File: config.mk
export PLATFORM = sky130hd
export DESIGN_NAME = hazard_controller
export DESIGN_NICKNAME = d
export VERILOG_FILES = /design/src/rtl/hazard_controller.sv
export SDC_FILE = /design/constraint.sdc
export NUM_CORES = 1
export LEC_CHECK = 0
export ABC_AREA = 1
export CORE_ASPECT_RATIO = 0.6
export CORE_MARGIN = 2
export CORE_UTILIZATION = 45
export DETAILED_ROUTE_END_ITERATION = 10
export GPL_TIMING_DRIVEN = 0
export PLACE_DENSITY = 0.76
export SYNTH_ARGS = -nofsm -noshare
export SYNTH_HDL_FRONTEND = slang
export SYNTH_SLANG_ARGS = --single-unit
export TNS_END_PERCENT = 5
File: constraint.sdc
create_clock -name clk -period 1.5 [get_ports clk]
set_input_delay 0.225 -clock clk [delete_from_list [all_inputs] [get_ports clk]]
set_output_delay 0.225 -clock clk [all_outputs]
set_load 0.02 [all_outputs]
File: src/rtl/hazard_controller.sv
// rtl/hazard_controller.sv - 5-stage pipeline hazard control: load-use stall, flushes, forwarding selects
module hazard_controller #(
  parameter int REG_BITS = 5,
  parameter int CNT_BITS = 16
) (
  input  logic                clk,
  input  logic                rst,
  input  logic                id_valid,
  input  logic [2:0]          id_irj,
  input  logic [REG_BITS-1:0] id_rs,
  input  logic [REG_BITS-1:0] id_rt,
  input  logic [REG_BITS-1:0] id_rd,
  input  logic                id_is_load,
  input  logic                id_rt_src,
  input  logic                ex_branch_taken,
  output logic                stall,
  output logic                flush_if,
  output logic                flush_id,
  output logic [1:0]          fwd_a,
  output logic [1:0]          fwd_b,
  output logic [CNT_BITS-1:0] stall_cnt
);

  localparam logic [2:0] TYPE_I = 3'b100;
  localparam logic [2:0] TYPE_R = 3'b010;
  localparam logic [2:0] TYPE_J = 3'b001;

  typedef struct packed {
    logic                valid;
    logic [REG_BITS-1:0] dest;
    logic                is_load;
  } entry_t;

  // index 0 = EX, 1 = MEM, 2 = WB
  entry_t shadow [3];

  logic                is_r, is_i, is_j;
  logic                has_dest, rs_en, rt_en;
  logic [REG_BITS-1:0] dest_raw;
  logic                load_use;
  logic [1:0]          sel_a, sel_b;

  assign is_r = id_valid && (id_irj == TYPE_R);
  assign is_i = id_valid && (id_irj == TYPE_I);
  assign is_j = id_valid && (id_irj == TYPE_J);

  assign dest_raw = is_r ? id_rd : id_rt;
  assign has_dest = (is_r || (is_i && !id_rt_src)) && (dest_raw != '0);
  assign rs_en    = (is_r || is_i) && (id_rs != '0);
  assign rt_en    = (is_r || (is_i && id_rt_src)) && (id_rt != '0);

  function automatic logic hits(input entry_t e, input logic en, input logic [REG_BITS-1:0] r);
    return e.valid && en && (e.dest == r);
  endfunction

  // The EX entry becomes MEM next cycle, so "01" selects the MEM-stage result.
  function automatic logic [1:0] fwd_sel(input logic en, input logic [REG_BITS-1:0] r,
                                         input entry_t ex_e, input entry_t mem_e);
    if (hits(ex_e, en, r))       return 2'b01;
    else if (hits(mem_e, en, r)) return 2'b10;
    else                         return 2'b00;
  endfunction

  assign load_use = shadow[0].valid && shadow[0].is_load &&
                    (hits(shadow[0], rs_en, id_rs) || hits(shadow[0], rt_en, id_rt));

  assign stall    = load_use && !ex_branch_taken;
  assign flush_id = stall || ex_branch_taken;
  assign flush_if = ex_branch_taken || (is_j && !stall);

  assign sel_a = fwd_sel(rs_en, id_rs, shadow[0], shadow[1]);
  assign sel_b = fwd_sel(rt_en, id_rt, shadow[0], shadow[1]);

  always_ff @(posedge clk) begin
    if (rst) begin
      for (int i = 0; i < 3; i++) shadow[i] <= '0;
      fwd_a     <= 2'b00;
      fwd_b     <= 2'b00;
      stall_cnt <= '0;
    end else begin
      shadow[2] <= shadow[1];
      shadow[1] <= shadow[0];
      if (flush_id) begin
        shadow[0] <= '0;
        fwd_a     <= 2'b00;
        fwd_b     <= 2'b00;
      end else begin
        shadow[0] <= '{valid: has_dest, dest: dest_raw, is_load: id_is_load};
        fwd_a     <= sel_a;
        fwd_b     <= sel_b;
      end
      if (stall && (stall_cnt != '1)) stall_cnt <= stall_cnt + 1'b1;
    end
  end

endmodule

==> run summary <==
The flow ran to the end, but the final reports show violations. The final reports fail on negative setup slack. The tools report the number of antenna violations at the first check in global routing as 0. Entering global routing, the biggest net connects 11 pins. The die covers 5200 sq um. At the end of routability-driven placement, the weighted congestion stood at 0.896. For this run, the detailed router's first-pass iteration total came to 5. 47 I/O pins were placed.

STA classifies the critical path startpoint as an input pin. In this run, the number of DRC markers left after iteration 0 of detailed routing was 145. Measured against its own limit, the worst slew margin works out to 63.9%. Source of the worst hold timing path: id_irj[2]. Max capacitance violation total: 0. Setup repair after global routing could not meet its margin everywhere.

The wire length of the first global-routing pass was 9.35 mm. After detailed routing, the number of remaining DRC violations is 0. The actual slew at the worst max-slew pin was 0.541 ns. For this run, the register share of the synthesized area comes to 38.0%.

Clock transition time at the flip-flop clock pins of the worst setup and hold paths: 0.07 ns. The tools report the global router's overall resource usage as 23.1%. The endpoint identified for the worst register-to-register timing path is stall_cnt[9].

STA classifies the critical path endpoint as a primary output. In this run the cell area of the synthesized design comes to 2080 sq um. After synthesis, the mean cell area works out to 6.73 sq um.

The total vias in the final route is 2,176. Synthesis handed over a netlist of 309 instances. The clock passes through at most 2 buffers. The floorplan step set the die height to 56.7 microns. The count of nets left with antenna violations once routing finished came out at 0. The tools report the number of sinks on the clock net as 33. During placement, the flow inserted port buffers numbering 46. Kind of path behind the tightest hold check: in -> reg.

The starting density of the core is 46.0%, and the die width is 91.8 microns. Across all hold checks on the routed design, the worst slack comes to 0.545 ns. The worst setup path is of the in -> out kind. The clock arrives with 0.00746 ns of skew. TritonCTS built the clock tree. The number of antenna diodes in the final layout is 0. Detailed placement ended at an HPWL of 4.19 mm.

The total power of the final layout is 1.90 mW, and the logic depth of the worst register-to-register path is 13. The final count of pins violating max slew was 0; the via count of the first global-routing pass was 2,020. Counting the buffers created by CTS gives 5. The logs give 0.515 GHz for the achievable frequency and 29 for the total of endpoints with negative setup slack in the final report.

After detailed routing, the average wire length per cell comes to 12.9 microns. The origin of the critical flop-to-flop path was shadow[0][4]. The via density per instance was 4.91; the worst-path maximum fanout was 4. The run gives 0.000457 V as the peak ir drop on the vdd network. Counting flops and latches in the post-synthesis netlist gives 33. The routed wire length was 5.72 mm; the static leakage was 1.42 nW. The number of different library cells used by synthesis comes to 32. Data on the critical path is required at its endpoint by 1.27 ns. At the worst endpoint, the arrival time is 1.72 ns.

Yosys printed 0 warnings. The share of the clock period used by the worst path after layout came out at 129%. The run gives -0.37 ns as the register-to-register setup slack.

The later pin in the worst-skew pair is clocked with a latency of 0.29 ns. Along the worst hold path, the cell count comes to 6. Clock period minus worst slack: 1.94 ns.

The worst setup margin is -0.442 ns. The ratio of cells with drive above 1 in the final layout was 12.9%; the final-stage net count was 404. The end point of the most critical hold path was fwd_b[1]. The tools report the clock tree root driver cell as clkbuf_8. The relative area change from synthesis to final layout is 37.4%, and the power per cell area is 664 nW/um^2. Global routing finished with a remaining overflow of 0.

The floorplan has 19 rows. The count of endpoints failing hold in the final timing report is 0. After floorplanning, the core was sized to cover 4520 sq um. The run gives 2 as the H-tree depth reported by CTS.
-- area by class of cell --
cell class | instances | area [sq um]
fillers | 398 | 1660
well taps | 63 | 78.8
clock buffers | 5 | 68.8
clock inverters | 3 | 12.5
plain buffers | 5 | 36.3
inverters | 53 | 199
flip-flops and latches | 33 | 800
multi-input cells | 230 | 1170
repair buffers | 51 | 488
-- placed cells by master, fill, tap and decap left out, types with 2 or more instances in the layout --
master,n
a21boi_0,2
a21oi_1,3
buf_4,5
buf_6,4
clkbuf_2,2
clkbuf_8,5
clkdlybuf4s50_1,24
clkinv_1,4
conb_1,13
dfxtp_1,17
dfxtp_4,2
dlygate4sd2_1,16
dlymetal6s2s_1,3
edfxtp_1,13
inv_1,43
inv_2,8
nand2_1,78
nand2_2,3
nand2_4,4
nand3_1,14
nand4_1,8
nor2_1,54
nor2_2,5
nor2_4,3
nor3_1,2
nor4_1,2
o211ai_1,2
o21ai_0,4
o21ai_1,3
o21bai_1,7
o22ai_1,4
xor2_1,11
-- logic make-up after synthesis --
| logic type | count (synthesis) | share of synthesized area [%] |
|---|---|---|
| fa+ha+maj | 1 | 0.602 |
| flops | 33 | 38.0 |
| xor+xnor | 11 | 4.63 |
| compound gates | 27 | 8.36 |
| buf+inv | 58 | 10.9 |
| other cells | 1 | 0.180 |
| simple gates | 178 | 37.3 |
-- critical path, cell delays in order --
cell and delay [ns]:
clkdlybuf4s50_1 0.56, inv_1 0.12, nand3_1 0.11, nor2_2 0.05, a21oi_4 0.14, nand2_2 0.10, nand2_4 0.10, nand2_4 0.06
nor2_4 0.12, buf_6 0.12
-- stage by stage --
step	area [sq um]	cells	util, %	setup slack [ns]	TNS, ns
floorplan	2150	321	-	-0.0818	-0.842
global placement	2690	430	59.4	-1.04	-18.31
CTS	2820	440	62.4	-0.398	-6.83
detailed placement	2690	430	59.4	-1.02	-18.30
global route	2860	443	63.3	-0.525	-10.73
finish	2860	443	63.3	-0.442	-7.90
-- per-layer routing --
metal / vias up / wire (microns) / global-route usage (%)
met4: 0 / 76 / 5.76
met2: 84 / 2380 / 33.1
met1: 988 / 2800 / 35.5
met5: - / 0 / 0
li1: 1095 / - / -
met3: 9 / 473 / 4.56
-- report_power, final --
part	switching, mW	internal [mW]
Combinational	0.155	0.115
Sequential	0.0261	0.956
Clock	0.333	0.312
Total	0.514	1.38
-- registers in the layout (all words and copies together) (netlist names) --
register,flops
stall_cnt,16
fwd_b,2
shadow,13
fwd_a,2
-- synthesized netlist by cell type (all sizes together) --
cell type  count  area, sq um
nand2         85          334
nor2          62          250
inv           51          191
dfxtp         20          400
nand3         16         85.1
edfxtp        13          390
xor2          11         96.3
nand4          9         71.3
o21ai          7         35.0
o21bai         7         52.6
a21oi          4         23.8
o22ai          4         25.0
clkbuf         3         11.3
nor3           3         15.0
a21boi         2         15.0
buf            2         16.3
clkinv         2         7.51
nor4           2         12.5
o211ai         2         15.0
conb           1         3.75
ha             1         12.5
nand3b         1         7.51
o31ai          1         7.51
-- worst max path at each step --
stage | startpoint | to
2_1_floorplan | stall_cnt[3] | stall_cnt[13]
3_3_place_gp | id_valid | stall
3_5_place_dp | id_valid | stall
4_1_cts | shadow[0][4] | stall
5_1_grt | shadow[0][5] | stall
6_report | id_rt[1] | stall
-- repair_timing --
item / 4_1_cts / 5_1_grt
setup buffers: 2 / 3
resized for setup: 48 / 7
pin swaps: 10 / 1
hold buffers: 0 / 0
endpoints found under the hold margin: 0 / 0
endpoints found under the setup margin: 41 / 33
(Power assumes the default switching activity.)
